`src/rtl/nn_pkg.sv`:
```
// Shared types and constants for the neuron sequencing datapath.
// Q(32-FRAC_W).FRAC_W fixed point, signed accumulator of ACC_W bits.
package nn_pkg;

    localparam int DATA_W = 32;
    localparam int FRAC_W = 16;
    localparam int ACC_W  = 48;

    typedef enum logic [1:0] {
        IDLE  = 2'd0,
        RUN   = 2'd1,
        DRAIN = 2'd2,
        FINAL = 2'd3
    } state_t;

    localparam logic signed [DATA_W-1:0] SAT_MAX = 32'sh7FFF_FFFF;
    localparam logic signed [DATA_W-1:0] SAT_MIN = 32'sh8000_0000;

endpackage

```
`src/rtl/fx_mac.sv`:
```
// Fixed-point multiply-accumulate: registered shifted product with valid flag,
// followed by an accumulator with synchronous clear.
module fx_mac #(
    parameter int DATA_W = 32,
    parameter int FRAC_W = 16,
    parameter int ACC_W  = 48
) (
    input  logic                     clk,
    input  logic                     rst_n,
    input  logic                     clear,
    input  logic                     en,
    input  logic signed [DATA_W-1:0] a,
    input  logic signed [DATA_W-1:0] b,
    output logic signed [ACC_W-1:0]  acc
);

    localparam int PROD_W = 2 * DATA_W;

    logic signed [PROD_W-1:0] prod_s;
    logic signed [PROD_W-1:0] shifted_s;
    logic signed [ACC_W-1:0]  prod_r;
    logic                     valid_r;
    logic signed [ACC_W-1:0]  acc_r;

    // Full-precision signed product, arithmetic shift rounds toward -inf
    always_comb begin
        prod_s    = PROD_W'(a) * PROD_W'(b);
        shifted_s = prod_s >>> FRAC_W;
    end

    // Product stage and accumulator; clear drops any in-flight product too
    always_ff @(posedge clk) begin
        if (!rst_n) begin
            prod_r  <= {ACC_W{1'b0}};
            valid_r <= 1'b0;
            acc_r   <= {ACC_W{1'b0}};
        end else if (clear) begin
            prod_r  <= {ACC_W{1'b0}};
            valid_r <= 1'b0;
            acc_r   <= {ACC_W{1'b0}};
        end else begin
            prod_r  <= ACC_W'(shifted_s);
            valid_r <= en;
            if (valid_r) begin
                acc_r <= acc_r + prod_r;
            end
        end
    end

    assign acc = acc_r;

endmodule

```
`src/rtl/neuron_seq_ctrl.sv`:
```
// Sequences one neuron's dot product, adds bias, saturates and pulses done.
// Optional macro NEURON_RELU_EN clamps negative results to zero (ReLU).
module neuron_seq_ctrl
    import nn_pkg::*;
#(
    parameter int NUM_INPUTS = 784,
    parameter int FRAC_W     = nn_pkg::FRAC_W,
    parameter int ACC_W      = nn_pkg::ACC_W
) (
    input  logic        clk,
    input  logic        rst_n,
    input  logic        start,
    input  logic [31:0] bias_in,
    output logic [31:0] rd_addr,
    input  logic [31:0] w_data,
    input  logic [31:0] x_data,
    output logic        busy,
    output logic        done,
    output logic [31:0] result
);

    localparam int          SUM_W     = ACC_W + 1;
    localparam logic [31:0] LAST_ADDR = 32'(NUM_INPUTS - 1);

    state_t                    state_r;
    state_t                    state_s;
    logic [31:0]               rd_addr_r;
    logic                      busy_r;
    logic                      done_r;
    logic signed [DATA_W-1:0]  result_r;
    logic signed [DATA_W-1:0]  bias_r;
    logic                      accept_s;
    logic                      mac_en_s;
    logic signed [ACC_W-1:0]   acc_s;
    logic signed [SUM_W-1:0]   sum_s;
    logic signed [DATA_W-1:0]  sat_s;
    logic signed [DATA_W-1:0]  res_s;

    fx_mac #(
        .DATA_W (DATA_W),
        .FRAC_W (FRAC_W),
        .ACC_W  (ACC_W)
    ) u_mac (
        .clk   (clk),
        .rst_n (rst_n),
        .clear (accept_s),
        .en    (mac_en_s),
        .a     ($signed(w_data)),
        .b     ($signed(x_data)),
        .acc   (acc_s)
    );

    // Next-state logic and datapath controls
    always_comb begin
        state_s  = state_r;
        accept_s = 1'b0;
        mac_en_s = 1'b0;
        case (state_r)
            IDLE: begin
                if (start) begin
                    state_s  = RUN;
                    accept_s = 1'b1;
                end else begin
                    state_s = IDLE;
                end
            end
            RUN: begin
                mac_en_s = 1'b1;
                if (rd_addr_r == LAST_ADDR) begin
                    state_s = DRAIN;
                end else begin
                    state_s = RUN;
                end
            end
            DRAIN:   state_s = FINAL;
            FINAL:   state_s = IDLE;
            default: state_s = IDLE;
        endcase
    end

    // Bias add with saturation to the 32-bit signed range, optional ReLU
    always_comb begin
        sum_s = SUM_W'(acc_s) + SUM_W'(bias_r);
        if (sum_s > SUM_W'(SAT_MAX)) begin
            sat_s = SAT_MAX;
        end else if (sum_s < SUM_W'(SAT_MIN)) begin
            sat_s = SAT_MIN;
        end else begin
            sat_s = sum_s[DATA_W-1:0];
        end
`ifdef NEURON_RELU_EN
        if (sat_s[DATA_W-1]) begin
            res_s = {DATA_W{1'b0}};
        end else begin
            res_s = sat_s;
        end
`else
        res_s = sat_s;
`endif
    end

    // State, address counter and output registers
    always_ff @(posedge clk) begin
        if (!rst_n) begin
            state_r   <= IDLE;
            rd_addr_r <= 32'd0;
            busy_r    <= 1'b0;
            done_r    <= 1'b0;
            result_r  <= {DATA_W{1'b0}};
            bias_r    <= {DATA_W{1'b0}};
        end else begin
            state_r <= state_s;
            done_r  <= 1'b0;
            case (state_r)
                IDLE: begin
                    rd_addr_r <= 32'd0;
                    if (accept_s) begin
                        bias_r <= $signed(bias_in);
                        busy_r <= 1'b1;
                    end
                end
                RUN: begin
                    if (rd_addr_r == LAST_ADDR) begin
                        rd_addr_r <= 32'd0;
                    end else begin
                        rd_addr_r <= rd_addr_r + 32'd1;
                    end
                end
                DRAIN: rd_addr_r <= 32'd0;
                FINAL: begin
                    result_r <= res_s;
                    done_r   <= 1'b1;
                    busy_r   <= 1'b0;
                end
                default: rd_addr_r <= 32'd0;
            endcase
        end
    end

    assign rd_addr = rd_addr_r;
    assign busy    = busy_r;
    assign done    = done_r;
    assign result  = result_r;

endmodule
```
`config.mk`:
```
export PLATFORM = sky130hd
export DESIGN_NAME = neuron_seq_ctrl
export DESIGN_NICKNAME = d
export VERILOG_FILES = /design/src/rtl/nn_pkg.sv /design/src/rtl/fx_mac.sv /design/src/rtl/neuron_seq_ctrl.sv
export SDC_FILE = /design/constraint.sdc
export NUM_CORES = 2
export LEC_CHECK = 0
export ABC_AREA = 1
export CAP_MARGIN = 15
export CORE_MARGIN = 2
export CORE_UTILIZATION = 26
export DETAILED_ROUTE_END_ITERATION = 8
export HOLD_SLACK_MARGIN = 0.08
export PLACE_DENSITY = 0.49
export SLEW_MARGIN = 10
export SYNTH_ARGS = -nofsm -noshare
export SYNTH_HDL_FRONTEND = slang
export SYNTH_HIERARCHICAL = 1
export SYNTH_SLANG_ARGS = --single-unit
```
`constraint.sdc`:
```
create_clock -name clk -period 10.5 [get_ports clk]
set_input_delay 1.05 -clock clk [delete_from_list [all_inputs] [get_ports clk]]
set_output_delay 1.05 -clock clk [all_outputs]
set_load 0.1 [all_outputs]
```
==> results.sh <==
export IMPL_outcome="finished, final reports clean"
export IMPL_yosys_register_bits=197
export IMPL_cts_setup_buffers=0
export IMPL_die_area_sq_mm=0.209
export IMPL_required_ps=10900
export IMPL_clockRootBuffer="clkbuf_16"
export IMPL_worstHoldStart="result[16]$_SDFFE_PN0P_"
export IMPL_finalCritPeriodShare_pct=84.1
export IMPL_reg2reg_from="bias_r[31]$_SDFFE_PN0P_"
export IMPL_clk_pin_slew_worst_paths_ps=90
export IMPL_ys_flop_type="dfxtp_1"
export IMPL_core_area_sq_mm=0.204
export IMPL_regToRegEndpoint="result[12]$_SDFFE_PN0P_"
export IMPL_ff2ff_path_depth=15
export IMPL_drv_slew=0
export IMPL_netlist_area_leader_share_pct=40.6
export IMPL_yosysTopAreaCell="fa_1"
export IMPL_fill_cells=22600
export IMPL_worstMarginPinSlew_ps=1150
export IMPL_drc=0
export IMPL_relSlewSlack_pct=22.8
export IMPL_rrSetupSlack_ps=6850
export IMPL_max_stage_delay_ps=930
export IMPL_antenna_cells=0
export IMPL_synth_edf_count=0
export IMPL_die_x_um=457
export IMPL_critical_path_top_delay_family="adder cells"
export IMPL_cts_buffers=17
export IMPL_grt_pass1_wl_mm=277
export IMPL_cp_max_fo=15
export IMPL_cts_sinks=197
export IMPL_start_kind="primary input"
export IMPL_htreeDepth=4
export IMPL_drt_antenna_violating_nets=0
export IMPL_critical_path_class="in2reg"
export IMPL_wirelength_mm=175
export IMPL_drv_cap=0
export IMPL_ios=165
export IMPL_drtIter0Drc=2712
export IMPL_num_vias=45100
export IMPL_wl_met3_mm=7.13
export IMPL_setup_violations=0
export IMPL_finClkSkew_ps=15.2
export IMPL_grt_pass1_vias=48000
export IMPL_dp_hpwl_mm=149
export IMPL_dp_slack_ps=1100
export IMPL_whs_endpoint="result[16]$_SDFFE_PN0P_"
export IMPL_ys_warn_count=6
export IMPL_initial_core_util_pct=26.1
export IMPL_critical_path_arrival_ps=9230
export IMPL_ctsResizeCount=0
export IMPL_period_needed_ps=8830
export IMPL_synth_distinct_cells=53
export IMPL_fin_nets=8998
export IMPL_die_h_um=457
export IMPL_clk_insertion_delay_late_ps=510
export IMPL_tritoncts="yes"
export IMPL_finalSetupTns_ps=0
export IMPL_wl_per_cell_um=17.1
export IMPL_hold_violations=0
export IMPL_via_per_inst=4.40
export IMPL_drtPass1Iterations=6
export IMPL_routed_top_layer="met5"
export IMPL_rsz0062_at_grt="false"
export IMPL_syn_num_nets=8966
export IMPL_num_rows=166
export IMPL_grt_start_max_net_pins=78
export IMPL_grt_use_total_pct=17.0
export IMPL_crit_top_cell="fa_1"
export IMPL_wl_met1_mm=81.8
export IMPL_synthArstFlopShare_pct=0
export IMPL_synth_area_leaders="fa_1 41%, nand2_1 15%, inv_1 14%"
export IMPL_port_buffers=164
export IMPL_clock_path_buffers=2
export IMPL_crit_path_end_kind="register"
export IMPL_grt_overflow=0
export IMPL_hold_path_cell_count=2
export IMPL_wl_met2_mm=82.8
export IMPL_hp_class="reg2reg"
export IMPL_critPathSlowestCell="clkdlybuf4s50_1"
export IMPL_drive_gt1_share_pct=3.22
export IMPL_seqCellArea_sq_mm=0.00395
export IMPL_ys_seq_area_share_pct=7.39
export IMPL_fmax_ghz=0.113
export IMPL_gp_congestion=0.952
export IMPL_synthesis_area_sq_mm=0.0534
export IMPL_crit_buf_inv=8
export IMPL_postSynthCellCount=7508
export IMPL_area_growth_syn_to_layout_pct=10.0
export IMPL_hold_buffers=0
export IMPL_setup_slack_ps=1670
export IMPL_antenna_found_initial=4
export IMPL_syn_area_per_cell_sq_um=7.11
export IMPL_multiInputGateArea_sq_mm=0.0407
==> per-layer routing <==
metal / GRT usage [%] / vias to the layer above
met5: 0 / -
met1: 23.4 / 22200
met4: 3.39 / 6
li1: - / 21500
met3: 1.33 / 194
met2: 29.0 / 1131
==> per-stage QoR <==
stage | hold WS, ps | cells | util, % | cell area (sq um)
floorplan | 462 | 7508 | - | 53400
global placement | 439 | 10200 | 28.4 | 58100
detailed placement | 439 | 10200 | 28.4 | 58100
CTS | 455 | 10200 | 28.7 | 58700
global route | 466 | 10200 | 28.7 | 58700
finish | 452 | 10200 | 28.7 | 58700
==> worst reg2reg max path, delay by kind of cell (launching register included) <==
| family | cells | cell delay (ps) |
|---|---|---|
| compound gates | 3 | 800 |
| fa+ha+maj | 1 | 450 |
| flops | 1 | 840 |
| simple gates | 11 | 1470 |
==> synthesized netlist by cell type (46+ instances only) <==
master    instances
clkbuf_1        223
fa_1           1083
nor2_1          554
dfxtp_1         197
inv_1          2054
a21oi_1         224
ha_1            276
xor2_1           47
nand3_1         151
o21ai_0         171
nand4_1          46
nand2_1        2167
==> logic make-up after synthesis <==
family	count (synthesis)	share of synthesized area (%)
AO/OA/AOI/OAI	490	5.05
XOR/XNOR	66	1.10
adder cells (fa/ha/maj)	1359	47.1
buffers and inverters	2324	16.5
flip-flops	197	7.39
AND/OR/NAND/NOR	3072	22.9
==> cell usage in the layout (no fill, tap or decap), types with 6 or more instances in the layout <==
cell type,synthesis,layout
o21bai_1,29,29
fa_1,1083,1083
nor3_1,43,43
nand3_1,151,150
xor2_1,47,47
nor2_1,554,551
clkbuf_16,0,17
nand2_1,2167,2167
xnor2_1,18,18
nand2_2,32,32
o21ai_0,171,171
nand3b_1,11,11
nand4_1,46,46
nor4_1,9,9
or2_2,10,10
a21o_1,7,7
a221oi_1,6,6
ha_1,276,276
buf_4,0,87
inv_2,24,25
dfxtp_1,197,196
nor2_2,32,34
clkinv_1,6,6
inv_1,2054,2053
o22ai_1,7,7
a21oi_1,224,224
o21ai_1,7,7
o21a_1,14,14
clkdlybuf4s50_1,0,163
==> how the worst max path moves through the flow <==
stage | start | endpoint | slack, ps | cells past startpoint
2_1_floorplan | w_data[31] | u_mac/prod_r[42]$_SDFF_PP0_ | 2710 | 27
3_3_place_gp | w_data[31] | u_mac/prod_r[34]$_SDFF_PP0_ | 1170 | 26
3_5_place_dp | w_data[31] | u_mac/prod_r[34]$_SDFF_PP0_ | 1100 | 26
4_1_cts | w_data[31] | u_mac/prod_r[34]$_SDFF_PP0_ | 1660 | 26
5_1_grt | w_data[31] | u_mac/prod_r[33]$_SDFF_PP0_ | 1110 | 29
6_report | w_data[31] | u_mac/prod_r[34]$_SDFF_PP0_ | 1670 | 26
==> flip-flops by register name (all words and copies together), names as in the netlist, named ones only <==
name,cells
result,32
state_r,1
rd_addr,32
u_mac/acc,48
u_mac/prod_r,48
bias_r,32
busy,1
done,1
u_mac/valid_r,1
==> layout make-up <==
type	count	area share, %
flip-flops and latches	197	6.72
clock inverters	14	0.277
well taps	2688	5.73
inverters	2084	13.3
clock buffers	18	0.731
multi-input cells	4987	69.3
repair buffers	253	3.97
Power is left out: the tool's default activity adds up to more than one toggle a clock period on the data nets, which glitch-free logic cannot reach.
